<file path="src/rtl/changed_check_mon.sv">
// changed_check_mon: per-channel change/stability/idle-window monitor with sticky errors and saturating totals
module changed_check_mon #(
   parameter int NUM_CH   = 4,
   parameter int WIDTH    = 1,
   parameter int IDLE_MAX = 4,
   parameter int CNT_W    = 16
) (
   input  logic                      clk,
   input  logic                      rst,
   input  logic                      en,
   input  logic [2*NUM_CH-1:0]       mode,
   input  logic [NUM_CH*WIDTH-1:0]   sig,
   input  logic                      clr_err,
   output logic [NUM_CH-1:0]         changed,
   output logic [NUM_CH-1:0]         fail,
   output logic [NUM_CH-1:0]         err_sticky,
   output logic [CNT_W-1:0]          pass_cnt,
   output logic [CNT_W-1:0]          fail_cnt
);
   localparam int IW = $clog2(IDLE_MAX + 1);
   localparam int SW = CNT_W + $clog2(NUM_CH + 1) + 1;
   localparam logic [SW-1:0] CMAX = SW'({CNT_W{1'b1}});
   localparam logic [IW-1:0] LAST = IW'(IDLE_MAX - 1);
   logic [NUM_CH*WIDTH-1:0] prev;
   logic [NUM_CH-1:0][1:0] md, md_q;
   logic [NUM_CH-1:0] armed, act, chg, pass_n, fail_n;
   logic [NUM_CH-1:0][IW-1:0] idle_q, idle_e, idle_n;
   logic [SW-1:0] pass_sum, fail_sum;
   assign md = mode;
   always_comb begin
      act = armed & {NUM_CH{en}};
      for (int i = 0; i < NUM_CH; i++) begin
         chg[i]    = act[i] && sig[i*WIDTH +: WIDTH] != prev[i*WIDTH +: WIDTH];
         // a mode switch restarts the idle window before this edge is evaluated
         idle_e[i] = md[i] != md_q[i] ? '0 : idle_q[i];
         pass_n[i] = act[i] && (md[i] == 2'b10 ? !chg[i] : md[i] != 2'b00 && chg[i]);
         fail_n[i] = act[i] && (md[i] == 2'b01 ? !chg[i] :
                                md[i] == 2'b10 ? chg[i] :
                                md[i] == 2'b11 && !chg[i] && idle_e[i] == LAST);
         idle_n[i] = act[i] && md[i] == 2'b11 && !chg[i] && idle_e[i] != LAST ? idle_e[i] + 1'b1 : '0;
      end
      pass_sum = (clr_err ? '0 : SW'(pass_cnt)) + SW'($countones(pass_n));
      fail_sum = (clr_err ? '0 : SW'(fail_cnt)) + SW'($countones(fail_n));
   end
   always_ff @(posedge clk) begin
      if (rst) begin
         prev       <= '0;
         md_q       <= '0;
         armed      <= '0;
         idle_q     <= '0;
         changed    <= '0;
         fail       <= '0;
         err_sticky <= '0;
         pass_cnt   <= '0;
         fail_cnt   <= '0;
      end else begin
         if (en) prev <= sig;
         md_q       <= md;
         armed      <= {NUM_CH{en}};
         idle_q     <= idle_n;
         changed    <= chg;
         fail       <= fail_n;
         err_sticky <= (clr_err ? '0 : err_sticky) | fail_n;
         pass_cnt   <= pass_sum > CMAX ? '1 : pass_sum[CNT_W-1:0];
         fail_cnt   <= fail_sum > CMAX ? '1 : fail_sum[CNT_W-1:0];
      end
   end
endmodule

</file>
<file path="config.mk">
export PLATFORM = sky130hd
export DESIGN_NAME = changed_check_mon
export DESIGN_NICKNAME = d
export VERILOG_FILES = /design/src/rtl/changed_check_mon.sv
export SDC_FILE = /design/constraint.sdc
export NUM_CORES = 1
export LEC_CHECK = 0
export ABC_CLOCK_PERIOD_IN_PS = 7580
export CORE_MARGIN = 2
export CORE_UTILIZATION = 55
export DETAILED_ROUTE_END_ITERATION = 6
export GPL_TIMING_DRIVEN = 0
export PLACE_DENSITY = 0.83
export SKIP_LAST_GASP = 1
export SYNTH_ARGS = -nofsm -noshare
export SYNTH_HDL_FRONTEND = slang
export SYNTH_SLANG_ARGS = --single-unit
</file>
<file path="constraint.sdc">
create_clock -name clk -period 7.58 [get_ports clk]
set_input_delay 2.274 -clock clk [delete_from_list [all_inputs] [get_ports clk]]
set_output_delay 2.274 -clock clk [all_outputs]
set_load 0.005 [all_outputs]
</file>
======== Yosys cells after proc, flatten, opt, wreduce, memory -nomap -nowiden ========
Cells that the tools add are included.
storage, ports and cells
  register bits ........................... 69
  bits in latches ......................... 0
  bits in writable memories ............... 0
  ROM bits ................................ 0
  input bits .............................. 16
  output and inout port bits .............. 44
  word-level logic and storage cells ...... 132
  memories ................................ 0
operators by class
  add/subtract/negate cells ............... 12
  multipliers ............................. 0
  div/mod/pow operators ................... 0
  $lt $le $gt $ge ......................... 2
  equality and inequality tests ........... 28
  shift operators ......................... 0
  muxes and demuxes ....................... 21
  bitwise operators ....................... 6
  reduce and logical (&&, ||, !) cells .... 48
operator list
  kind                                                                               number
  16-bit 2-to-1 mux                                                                  4
  1-bit logical AND                                                                  36
  16-bit by 3-bit adder with 17-bit output                                           2
  17-bit by 16-bit greater-than comparator with 1-bit output, second input constant  2
  2-bit equality test, second input constant                                         8
  3-bit by 1-bit adder with 3-bit output, second input constant                      4
  3-bit by 2-bit equality test with 1-bit output, second input constant              4
  1-bit 2-to-1 mux                                                                   12
  3-bit 2-to-1 mux                                                                   4
  3-bit by 2-bit != test with 1-bit output, second input constant                    4
  1-bit by 1-bit adder with 2-bit output                                             4
  2-bit by 1-bit equality test with 1-bit output, second input constant              4
  2-bit != test                                                                      4
  2-bit nonzero test                                                                 4
  2-bit OR reduction                                                                 4
  2-bit by 2-bit adder with 3-bit output                                             2
  4-bit bitwise AND                                                                  1
  1-bit logical NOT                                                                  4
  4-bit 2-to-1 mux                                                                   1
  1-bit != test                                                                      4
  1-bit NOT                                                                          4
  4-bit OR                                                                           1

======== Longest topological paths before layout ========
Gate-level depths: netlist of the first run.
  word-level depth ........................ 13
  gate-level depth with buffers ........... 17
  mapped depth without buffers ............ 17

======== Worst setup path after synthesis of the first run ========
Ideal clock, no wire load.
  path type ............................... input -> register
  from .................................... input port mode[1]
  to ...................................... register fail_cnt[14]
  setup time .............................. 0.131 ns
  arrival ................................. 5.517 ns
  data required time ...................... 7.449 ns
  setup slack ............................. 1.931 ns
  cell stages on the path ................. 17
  buffers on the path ..................... 0
  cell sequence ........................... xor2_1 -> nor2_1 -> and2_1 -> ha_1 -> ha_1 -> o21ai_0 -> mux2_2 -> nor2_1 -> fa_1 -> inv_1 -> fa_1 -> inv_1 -> fa_1 -> nand4b_1 -> or3_1 -> nor4_1 -> nor3_1
between the ends
  cells in the longest elaborated chain, start to end .. 12
  elaborated cells on any way between the ends .. 16
  those cells by class .................... 3 x add/sub; 1 x order compare; 5 x eq/ne; 4 x mux; 3 x reduce/logical
ends and longest elaborated chain
  item                                                              line  source
  start: declaration                                                11    input logic [2*NUM_CH-1:0] mode,
  2-bit != test                                                     35    idle_e[i] = md[i] != md_q[i] ? '0 : idle_q[i];
  3-bit 2-to-1 mux                                                  35
  3-bit by 2-bit equality test with 1-bit output                    39    md[i] == 2'b11 && !chg[i] && idle_e[i] == LAST);
  1-bit logical AND                                                 39
  1-bit 2-to-1 mux                                                  38    md[i] == 2'b10 ? chg[i] :
  1-bit 2-to-1 mux (*)                                              37    fail_n[i] = act[i] && (md[i] == 2'b01 ? !chg[i] :
  1-bit logical AND (*)                                             37
  net fail_n[0]                                                     26    logic [NUM_CH-1:0] armed, act, chg, pass_n, fail_n;
  1-bit by 1-bit adder with 2-bit output (not written as such) (*)  43    fail_sum = (clr_err ? '0 : SW'(fail_cnt)) + SW'($countones(fail_n));
  2-bit by 2-bit adder with 3-bit output (not written as such) (*)  43
  16-bit by 3-bit adder with 17-bit output (*)                      43
  17-bit by 16-bit greater-than comparator with 1-bit output        65    fail_cnt <= fail_sum > CMAX ? '1 : fail_sum[CNT_W-1:0];
  16-bit 2-to-1 mux (*)                                             65
  end signal: assignment                                            65
  end: declaration                                                  18    output logic [CNT_W-1:0] fail_cnt
Mark *: on every way through the listed nets, which the timed path passes. The rest lies on a longest branch.
A chain may end at the register's enable or synchronous reset.

======== Worst setup path in the final report of the first run ========
  from .................................... input port mode[2]
  to ...................................... register fail_cnt[11]
The elaborated chain is that of the path after synthesis.

==> results of run 1 <==
-- final cells by class --
class | count | area share [%]
Sequential cell | 69 | 32.23
Inverter | 13 | 1.139
Tap cell | 75 | 2.190
Multi-Input combinational cell | 274 | 44.35
Clock inverter | 6 | 2.015
Buffer | 14 | 1.547
Clock buffer | 10 | 3.212
Timing Repair Buffer | 57 | 13.31
-- stage by stage --
step                      util [%]  instances  hold slack, ns  cell area [sq um]
after CTS                    71.95        518          0.4631               4285
after global routing         71.95        518          0.4870               4285
after detailed placement     68.19        502          0.4448               4061
after global placement       68.19        502          0.4341               4061
final                        71.95        518          0.4570               4285
after floorplan                  -        370          0.4487               3397
-- cell families after synthesis --
group | count (synthesis)
AOI/OAI and AO/OA | 66
DFF | 69
buffers and inverters | 27
muxes | 9
adders and majority gates | 16
xor gates and xnor gates | 23
and+or+nand+nor | 160
-- cell usage after synthesis, drive strengths merged (2+ instances only) --
cell and number:
mux2i 5, and2 9, or3 7, xor2 10, inv 13, a21oi 22
ha 10, nor4 6, o211ai 4, a31oi 7, clkbuf 7, mux2 4
nand2b 8, or2 2, nand4b 5, nand3 12, nor2b 23, a21o 8
fa 6, nor3 7, or3b 2, xnor2 13, dfxtp 69, nor2 40
nand2 20, o21ai 9, nor3b 3, o2111ai 2, and4 2, buf 7
nand3b 5, nand4 7, o21a 3
-- worst max path at each step --
stage	from	endpoint	slack, ns	depth (start not counted)
global placement	mode[2]	fail_cnt[11]	1.00	18
detailed placement	mode[1]	fail_cnt[11]	0.94	18
finish	mode[2]	fail_cnt[11]	1.23	18
floorplan	mode[1]	fail_cnt[14]	1.93	17
CTS	mode[2]	fail_cnt[11]	1.26	18
global route	mode[2]	fail_cnt[3]	0.95	18
-- cell usage in the layout, fill, tap and decap left out, drive strengths merged, types with 3 or more instances in the layout --
cell type,Yosys,final
a21o,8,8
a21oi,22,22
a31oi,7,7
and2,9,9
buf,7,7
clkbuf,7,17
clkdlybuf4s50,0,57
clkinv,0,3
dfxtp,69,69
fa,6,6
ha,10,10
inv,13,13
mux2,4,4
mux2i,5,5
nand2,20,20
nand2b,8,8
nand3,12,12
nand3b,5,5
nand4,7,7
nand4b,5,5
nor2,40,40
nor2b,23,23
nor3,7,7
nor3b,3,3
nor4,6,6
o211ai,4,4
o21a,3,3
o21ai,9,9
or3,7,7
xnor2,13,13
xor2,10,10
-- report_power, final --
| part | leakage, nW | switching [mW] | internal (mW) |
|---|---|---|---|
| registers | 0.560 | 0.00274 | 0.368 |
| clock network | 0.112 | 0.142 | 0.194 |
| logic | 0.903 | 0.0308 | 0.0255 |
| total | 1.57 | 0.176 | 0.587 |
-- registers in the layout (all words and copies together), names as in the netlist --
signal      flops
armed           1
changed         4
err_sticky      4
fail            4
fail_cnt       16
idle_q         12
md_q            8
pass_cnt       16
prev            4
-- metal layers --
metal	vias to the layer above	part of all wire [%]	global-route usage, %
met5	-	0	0
met4	0	1.7	11.48
met3	13	4.7	4.348
li1	1433	-	-
met1	1389	43	30.44
met2	87	50	44.27
-- worst max-delay path: cells and delay by family --
kind                       cells  cell delay [ns]
adders and majority gates      5             1.59
AOI/OAI and AO/OA              2             0.30
buffers and inverters          3             0.73
and+or+nand+nor                7             1.54
xor gates and xnor gates       1             0.17
==> flow_summary_export.csv, run 1 <==
group,metric,value,unit
yosys,synth-edff-count,0,
flow_run,drv_cap,0,
yosys,ys_warn_count,0,
yosys,ys_types,54,
drt,drcViolationCount,0,
clock_tree,cts_setup_buffers,0,
yosys,synthMuxAreaShare,2.799,%
clock_tree,cts-root-buf,"clkbuf_8",
clock_tree,clk_path_buf_depth,2,
sta,maxSlewViolCount,0,
drt,routed_via_density,5.641,
sta,finalSetupViolCount,0,
yosys,synth_top_family_by_area,"simple AND/OR/NAND/NOR gates",
critical_path,critPathMaxStageDelay,0.59,ns
global_routing,gr-usage-all-layers,25.38,%
drt,drt-wirelength-per-cell,15.30,um
yosys,synthesis.nets,402,
drt,dr.pass1.iters,4,
yosys,synth_simple_gate_area_share,27.29,%
die,core_area,5956,sq um
sta,relSlewSlack,62.70,%
cells_and_area,seq_area,1381,sq um
hold_path,hold_end,"err_sticky[1]",
clock_tree,cts_sinks,69,
yosys,synth_top_cell_by_area,"dfxtp_1",
pwr,p_per_area,178.1,nW/um^2
critical_path,start_kind,"primary input",
yosys,ys_ff_latch,69,
critical_path,critPathArrivalTime,6.61,ns
yosys,syn_inst,370,
cells_and_area,n_antenna_cell,0,
yosys,syn-cell-area,3397,sq um
critical_path,critical_path.slowest_cell,"clkdlybuf4s50_1",
placed_design,place_ws,0.9386,ns
yosys,synth_compound_area_share,12.71,%
drt,num_vias,2922,
yosys,yosysSeqAreaShare,40.66,%
critical_path,timing.rr.end,"fail_cnt[11]",
die,start_util,57.04,%
clock_tree,cts.clk_slew.worst_paths,0.07,ns
placed_design,portBuffers,57,
placed_design,gp_congestion,0.8898,
status,status,"finished, final reports clean",
global_routing,antenna_found_initial,0,
clock_tree,tritoncts,"yes",
clock_tree,clk-insertion-delay-late,0.34,ns
global_routing,grt_pass1_wl,13100,um
yosys,synthArstFlopShare,0,%
yosys,yosys.area.top_type_share,40.66,%
drt,drt-initial-drc-count,135,
sta,final.setup.worst_slack,1.232,ns
placed_design,hpwl,5611,um
die,dieArea,6821,sq um
global_routing,overflow,0,
critical_path,required,7.84,ns
hold_path,worstHoldStart,"err_sticky[1]",
critical_path,rrSetupSlack,3.39,ns
die,die_h,82.59,um
sta,period_share,83.74,%
sta,hold_viol,0,
pwr,p_total,763.2,uW
cells_and_area,nNetsFinal,470,
sta,worstMarginPinSlew,0.5596,ns
pwr,power_leakage,1.575,nW
critical_path,worst-path-max-fanout,9,
yosys,yosys.area_share.xor_xnor,5.930,%
drt,antenna_left,0,
yosys,synthAdderAreaFrac,7.219,%
yosys,synth_ff_type,"dfxtp_1",
global_routing,first_global_vias,2867,
clock_tree,cts_buffers,9,
sta,finalCriticalPeriod,6.348,ns
clock_tree,cts.repair.resized,0,
die,ios,60,
die,row_count,28,
cells_and_area,multi_input_area,1901,sq um
critical_path,path_class,"primary input to flop",
clock_tree,cts_hold_buf,0,
die,dieWidth,82.59,um
cells_and_area,fillers,483,
critical_path,reg2reg_depth,17,
sta,fin_skew,0.007735,ns
clock_tree,htreeDepth,3,
global_routing,grt_max_degree,13,
cells_and_area,layout-drive-gt1-share,8.578,%
drt,finalWirelength,7924,um
sta,max_clock_freq,157.5,MHz
pwr,peakVddDrop,0.09576,mV
critical_path,r2r_start,"md_q[1]",
hold_path,hold_depth,1,
critical_path,crit_top_cell,"fa_1",
sta,rsz0062_at_grt,"false",
yosys,synth_area_leaders,"dfxtp_1, nor2_1, nor2b_1",
critical_path,path_cells,"clkdlybuf4s50_1 > xor2_1 > nor2_1 > and2_1 > ha_1 > ha_1 > nor2b_1 > nand3b_1 > a21oi_1 > fa_1 > inv_1 > fa_1 > inv_1 > fa_1 > nand4b_1 > nor3_1 > nand3_2 > a31oi_1",
critical_path,endpoint_kind,"flop",
sta,final.setup.tns,0,ns
cells_and_area,syn2layout_area_growth,26.15,%
yosys,synth_area_per_cell,9.181,sq um
hold_path,hold_path_class,"flop to flop",
(Power assumes the default switching activity.)
==> inputs of run 2 (changes only) <==
--- a/config.mk
+++ b/config.mk
@@ -5,12 +5,12 @@
 export SDC_FILE = /design/constraint.sdc
 export NUM_CORES = 1
 export LEC_CHECK = 0
-export ABC_CLOCK_PERIOD_IN_PS = 7580
+export ABC_CLOCK_PERIOD_IN_PS = 5850
 export CORE_MARGIN = 2
-export CORE_UTILIZATION = 55
+export CORE_UTILIZATION = 53
 export DETAILED_ROUTE_END_ITERATION = 6
 export GPL_TIMING_DRIVEN = 0
-export PLACE_DENSITY = 0.83
+export PLACE_DENSITY = 0.8
 export SKIP_LAST_GASP = 1
 export SYNTH_ARGS = -nofsm -noshare
 export SYNTH_HDL_FRONTEND = slang
==> constraint.sdc (replaced) <==
create_clock -name clk -period 5.85 [get_ports clk]
set_input_delay 1.755 -clock clk [delete_from_list [all_inputs] [get_ports clk]]
set_output_delay 1.755 -clock clk [all_outputs]
set_load 0.005 [all_outputs]
==> run 2 against run 1 <==
Sequential power up 30%. Clock power up 46%. Highest routed layer unchanged. Worst hold slack better by 0.0051 ns. Combinational power up 31%. Register-to-register slack worse by 1.6 ns.
==> flow_summary_export.csv, run 2 (same netlist as run 1, synthesis figures left out) <==
group,metric,value,unit
clock_tree,clk_path_buf_depth,2,
sta,finalCriticalPeriod,5.676,ns
hold_path,hold_path_class,"flop to flop",
cells_and_area,fin_cells,523,
pwr,power_leakage,1.625,nW
placed_design,portBuffers,57,
sta,fin_skew,0.007780,ns
drt,dr.pass1.iters,4,
cells_and_area,n_antenna_cell,0,
sta,maxSlewViolCount,0,
critical_path,critPathArrivalTime,5.89,ns
global_routing,gr-usage-all-layers,23.54,%
clock_tree,cts_sinks,69,
cells_and_area,multi_input_area,1923,sq um
placed_design,place_ws,-0.2868,ns
die,row_count,29,
die,dieArea,7066,sq um
critical_path,timing.rr.end,"fail_cnt[14]",
hold_path,worstHoldStart,"err_sticky[2]",
die,core_area,6277,sq um
critical_path,rrSetupSlack,1.80,ns
sta,finalSetupViolCount,0,
die,start_util,54.12,%
clock_tree,htreeDepth,3,
cells_and_area,fin_util,69.64,%
drt,antenna_left,0,
critical_path,r2r_start,"md_q[1]",
global_routing,antenna_found_initial,0,
critical_path,start_kind,"primary input",
critical_path,critical_path.slowest_cell,"fa_1",
cells_and_area,layout-drive-gt1-share,10.09,%
critical_path,required,6.06,ns
critical_path,reg2reg_depth,17,
clock_tree,cts-root-buf,"clkbuf_8",
pwr,peakVddDrop,0.1300,mV
sta,final.setup.worst_slack,0.1736,ns
clock_tree,cts_buffers,9,
clock_tree,tritoncts,"yes",
placed_design,dp_cells,504,
drt,routed_via_density,5.579,
cells_and_area,layout_commonest_cell,"dfxtp_1",
sta,relSlewSlack,60.78,%
drt,drt-wirelength-per-cell,15.12,um
status,status,"finished, final reports clean",
hold_path,hold_depth,1,
cells_and_area,syn2layout_area_growth,28.69,%
placed_design,hpwl,5529,um
critical_path,worst-path-max-fanout,4,
cells_and_area,layout_common_cells,"dfxtp_1, clkdlybuf4s50_1, nor2_1, nor2b_1, a21oi_1",
die,dieWidth,84.06,um
clock_tree,clk-insertion-delay-late,0.34,ns
sta,worstMarginPinSlew,0.5883,ns
die,die_h,84.06,um
critical_path,endpoint_kind,"flop",
cells_and_area,top_regs,"fail_cnt: 16 flops, pass_cnt: 16 flops, idle_q: 12 flops",
global_routing,overflow,0,
placed_design,gp_congestion,0.8487,
die,ios,60,
critical_path,path_cells,"clkdlybuf4s50_1 > xor2_1 > nor2_1 > and2_1 > ha_1 > ha_1 > o21ai_0 > mux2_4 > nor2_1 > fa_1 > inv_1 > fa_1 > inv_1 > fa_2 > nand4b_1 > or3_4 > nor4_2 > nor3_1",
critical_path,cp-startpoint,"mode[0]",
global_routing,grt_pass1_wl,13300,um
cells_and_area,nNetsFinal,473,
drt,drcViolationCount,0,
flow_run,drv_cap,0,
cells_and_area,fillers,504,
global_routing,first_global_vias,2908,
sta,max_clock_freq,176.2,MHz
clock_tree,cts.clk_slew.worst_paths,0.07,ns
sta,hold_viol,0,
critical_path,path_class,"primary input to flop",
pwr,p_per_area,238.7,nW/um^2
drt,drt-initial-drc-count,109,
global_routing,grt_max_degree,13,
cells_and_area,seq_area,1381,sq um
hold_path,hold_end,"err_sticky[2]",
drt,num_vias,2918,
critical_path,critPathMaxStageDelay,0.54,ns
sta,period_share,97.03,%
drt,finalWirelength,7907,um
-- run 2: cell types whose count changed in the layout (fill, tap and decap cells not counted), sizes merged --
| cell | change |
|---|---|
| clkinv | -2 |
| clkbuf | +1 |
| bufinv | +1 |
| clkdlybuf4s50 | -2 |
| dlymetal6s2s | +2 |
| buf | +3 |
-- run 2: repair_timing --
| item | in CTS | in global routing |
|---|---|---|
| hold buffers | 0 | 0 |
| setup endpoints to repair | 0 | 16 |
| resized for setup | 0 | 7 |
| buffers inserted | 0 | 3 |
-- run 2: per-layer routing --
| metal | global-route usage (%) | routed length, um | vias to the layer above |
|---|---|---|---|
| li1 | - | - | 1436 |
| met5 | 0 | 0 | - |
| met2 | 37.52 | 3844 | 84 |
| met4 | 10.41 | 92 | 0 |
| met3 | 5.935 | 428 | 10 |
| met1 | 30.09 | 3542 | 1388 |
-- run 2: how the worst max path moves through the flow --
stage | cells past startpoint | end
floorplan | 17 | fail_cnt[14]
CTS | 18 | fail_cnt[5]
finish | 18 | fail_cnt[14]
detailed placement | 18 | fail_cnt[11]
global placement | 18 | fail_cnt[11]
global route | 18 | fail_cnt[12]
-- run 2: through the flow --
stage | power, mW | setup TNS [ns] | instance area, sq um | hold slack [ns]
after floorplan | 0.5331 | 0 | 3397 | 0.4487
after global placement | 0.5622 | -1.656 | 4064 | 0.4380
after detailed placement | 0.5638 | -3.306 | 4064 | 0.4518
after CTS | 1.051 | 0 | 4322 | 0.4685
after global routing | 1.086 | -0.6897 | 4372 | 0.4914
final | 1.043 | 0 | 4372 | 0.4621
-- run 2: cell type report --
cell class	count	area share, %
Buffer	14	1.517
Clock buffer	11	3.463
Clock inverter	5	2.433
Inverter	13	1.116
Multi-Input combinational cell	274	43.99
Sequential cell	69	31.60
Tap cell	77	2.204
Timing Repair Buffer	60	13.68
-- run 2: critical path: cells and delay by family --
| family | cells | cell delay, ns |
|---|---|---|
| AOI/OAI and AO/OA | 1 | 0.21 |
| muxes | 1 | 0.22 |
| buffers and inverters | 3 | 0.67 |
| adders and majority gates | 5 | 1.56 |
| and+or+nand+nor | 7 | 1.30 |
| xor gates and xnor gates | 1 | 0.15 |
-- run 2: report_power, final --
group          internal (mW)  total, mW  switching (mW)
clock                  0.307      0.489           0.182
sequential             0.477      0.481         0.00347
combinational         0.0332     0.0735          0.0403
==> inputs of run 3 (changes only) <==
--- a/config.mk
+++ b/config.mk
@@ -11,7 +11,7 @@
 export DETAILED_ROUTE_END_ITERATION = 6
 export GPL_TIMING_DRIVEN = 0
 export PLACE_DENSITY = 0.8
-export SKIP_LAST_GASP = 1
+export RECOVER_POWER = 25
 export SYNTH_ARGS = -nofsm -noshare
 export SYNTH_HDL_FRONTEND = slang
 export SYNTH_SLANG_ARGS = --single-unit
==> run 3 against run 2 <==
Critical path type unchanged. Clock power hardly changed. Combinational power down 0.7%. Global-route usage unchanged. First-iteration DRC count rose by 1.8%. Routed wire length shrank 0.52%. Setup slack hardly changed. Critical path depth stayed put. Non-clock buffer count is the same.
==> flow_summary_export.csv, run 3 (same netlist as run 1, synthesis figures left out) <==
group,metric,value,unit
status,status,"finished, final reports clean",
sta,worstMarginPinSlew,0.5763,ns
sta,finalCriticalPeriod,5.677,ns
pwr,internal-power,817.1,uW
global_routing,gr-usage-all-layers,23.54,%
global_routing,grt_pass1_wl,13300,um
clock_tree,cts_sinks,69,
clock_tree,clk-insertion-delay-late,0.34,ns
pwr,switching_power,225.8,uW
die,start_util,54.12,%
clock_tree,cts.clk_slew.worst_paths,0.07,ns
critical_path,worst-path-max-fanout,4,
critical_path,endpoint_kind,"flop",
flow_run,drv_cap,0,
die,die_h,84.06,um
drt,wl_met1,3448,um
drt,antenna_left,0,
drt,top_layer,"met4",
sta,final.setup.tns,0,ns
cells_and_area,fillers,504,
critical_path,required,6.06,ns
pwr,p_clk_share,46.9,%
clock_tree,htreeDepth,3,
clock_tree,cts-root-buf,"clkbuf_8",
cells_and_area,fin_cells,523,
critical_path,path_class,"primary input to flop",
sta,relSlewSlack,61.58,%
global_routing,antenna_found_initial,0,
drt,met2WireLength,3844,um
placed_design,hpwl,5529,um
drt,finalWirelength,7866,um
die,row_count,29,
die,core_area,6277,sq um
sta,finalSetupViolCount,0,
pwr,comb_power_share,7.0,%
cells_and_area,syn2layout_area_growth,28.69,%
cells_and_area,top_regs,"fail_cnt: 16 flops, pass_cnt: 16 flops, idle_q: 12 flops",
pwr,switching_share,21.65,%
die,ios,60,
die,dieWidth,84.06,um
drt,routed_via_density,5.583,
global_routing,overflow,0,
pwr,p_per_area,238.6,nW/um^2
drt,wl_met3,482,um
clock_tree,tritoncts,"yes",
cells_and_area,finalInstanceArea,4372,sq um
cells_and_area,layout-drive-gt1-share,10.09,%
pwr,power_leakage,1.660,nW
sta,hold_viol,0,
drt,num_vias,2920,
sta,period_share,97.04,%
cells_and_area,nNetsFinal,473,
placed_design,dpl-instance-area,4064,sq um
clock_tree,clk_path_buf_depth,2,
drt,drcViolationCount,0,
sta,final.setup.worst_slack,0.1731,ns
drt,dr.pass1.iters,4,
clock_tree,cts_hold_buf,0,
placed_design,place_ws,-0.2868,ns
placed_design,gp_congestion,0.8487,
sta,fin_hold_ws,0.4612,ns
global_routing,first_global_vias,2908,
pwr,peakVddDrop,0.1298,mV
cells_and_area,layout_common_cells,"dfxtp_1, clkdlybuf4s50_1, nor2_1, nor2b_1, a21oi_1",
drt,drt-wirelength-per-cell,15.04,um
global_routing,grt_max_degree,13,
pwr,seq_power_share,46.1,%
critical_path,start_kind,"primary input",
placed_design,portBuffers,57,
sta,max_clock_freq,176.2,MHz
die,dieArea,7066,sq um
sta,fin_skew,0.007766,ns
sta,maxSlewViolCount,0,
cells_and_area,layout_commonest_cell,"dfxtp_1",
clock_tree,cts_buffers,9,
cells_and_area,n_antenna_cell,0,
critical_path,critPathArrivalTime,5.89,ns
placed_design,dp_cells,504,
hold_path,hold_path_class,"flop to flop",
drt,drt-initial-drc-count,111,
[run 3: path summary, 6_finish.rpt]
kind / slack, ns / cells after the start / from / end
setup / recovery: 0.17 / 18 / mode[0] / fail_cnt[14]
hold / removal: 0.46 / 1 / err_sticky[3] / err_sticky[3]
setup reg to reg: 1.80 / 17 / md_q[1] / fail_cnt[14]
hold reg to reg: 0.46 / 1 / err_sticky[3] / err_sticky[3]
[run 3: cell type report]
cell class	count	area, sq um	area share [%]
multi-input cells	274	1923	43.99
flip-flops and latches	69	1381	31.60
repair buffers	60	598.1	13.68
clock buffers	11	151.4	3.463
clock inverters	5	106.4	2.433
well taps	77	96.34	2.204
plain buffers	14	66.31	1.517
inverters	13	48.80	1.116
[run 3: worst max-delay path, stage by stage]
cell	delay (ns)
clkdlybuf4s50_1	0.53
xor2_1	0.15
nor2_1	0.08
and2_1	0.17
ha_1	0.19
ha_1	0.20
o21ai_0	0.22
mux2_4	0.22
nor2_1	0.06
fa_1	0.54
inv_1	0.05
fa_1	0.40
inv_1	0.09
fa_2	0.23
nand4b_1	0.20
or3_4	0.46
nor4_2	0.25
nor3_1	0.08
[run 3: routing by layer]
metal | vias to the layer above | GRT usage [%]
li1 | 1437 | -
met2 | 94 | 37.52
met4 | 0 | 10.41
met1 | 1379 | 30.09
met5 | - | 0
met3 | 10 | 5.935
[run 3: metrics by stage]
| stage | utilization (%) | power, mW |
|---|---|---|
| CTS | 68.85 | 1.051 |
| global placement | 64.74 | 0.5622 |
| floorplan | - | 0.5331 |
| finish | 69.64 | 1.043 |
| global route | 69.64 | 1.086 |
| detailed placement | 64.74 | 0.5638 |
[run 3: repair_timing]
action,CTS,global route
endpoints found under the setup margin,0,16
resized for setup,0,7
setup buffers,0,3
[run 3: power by group through the flow]
| stage | Sequential, mW | Clock [mW] | Combinational (mW) |
|---|---|---|---|
| global placement | 0.491 | 0 | 0.0709 |
| CTS | 0.481 | 0.498 | 0.0729 |
| detailed placement | 0.492 | 0 | 0.0722 |
| floorplan | 0.491 | 0 | 0.0418 |
| finish | 0.481 | 0.489 | 0.0730 |
| global route | 0.481 | 0.524 | 0.0808 |
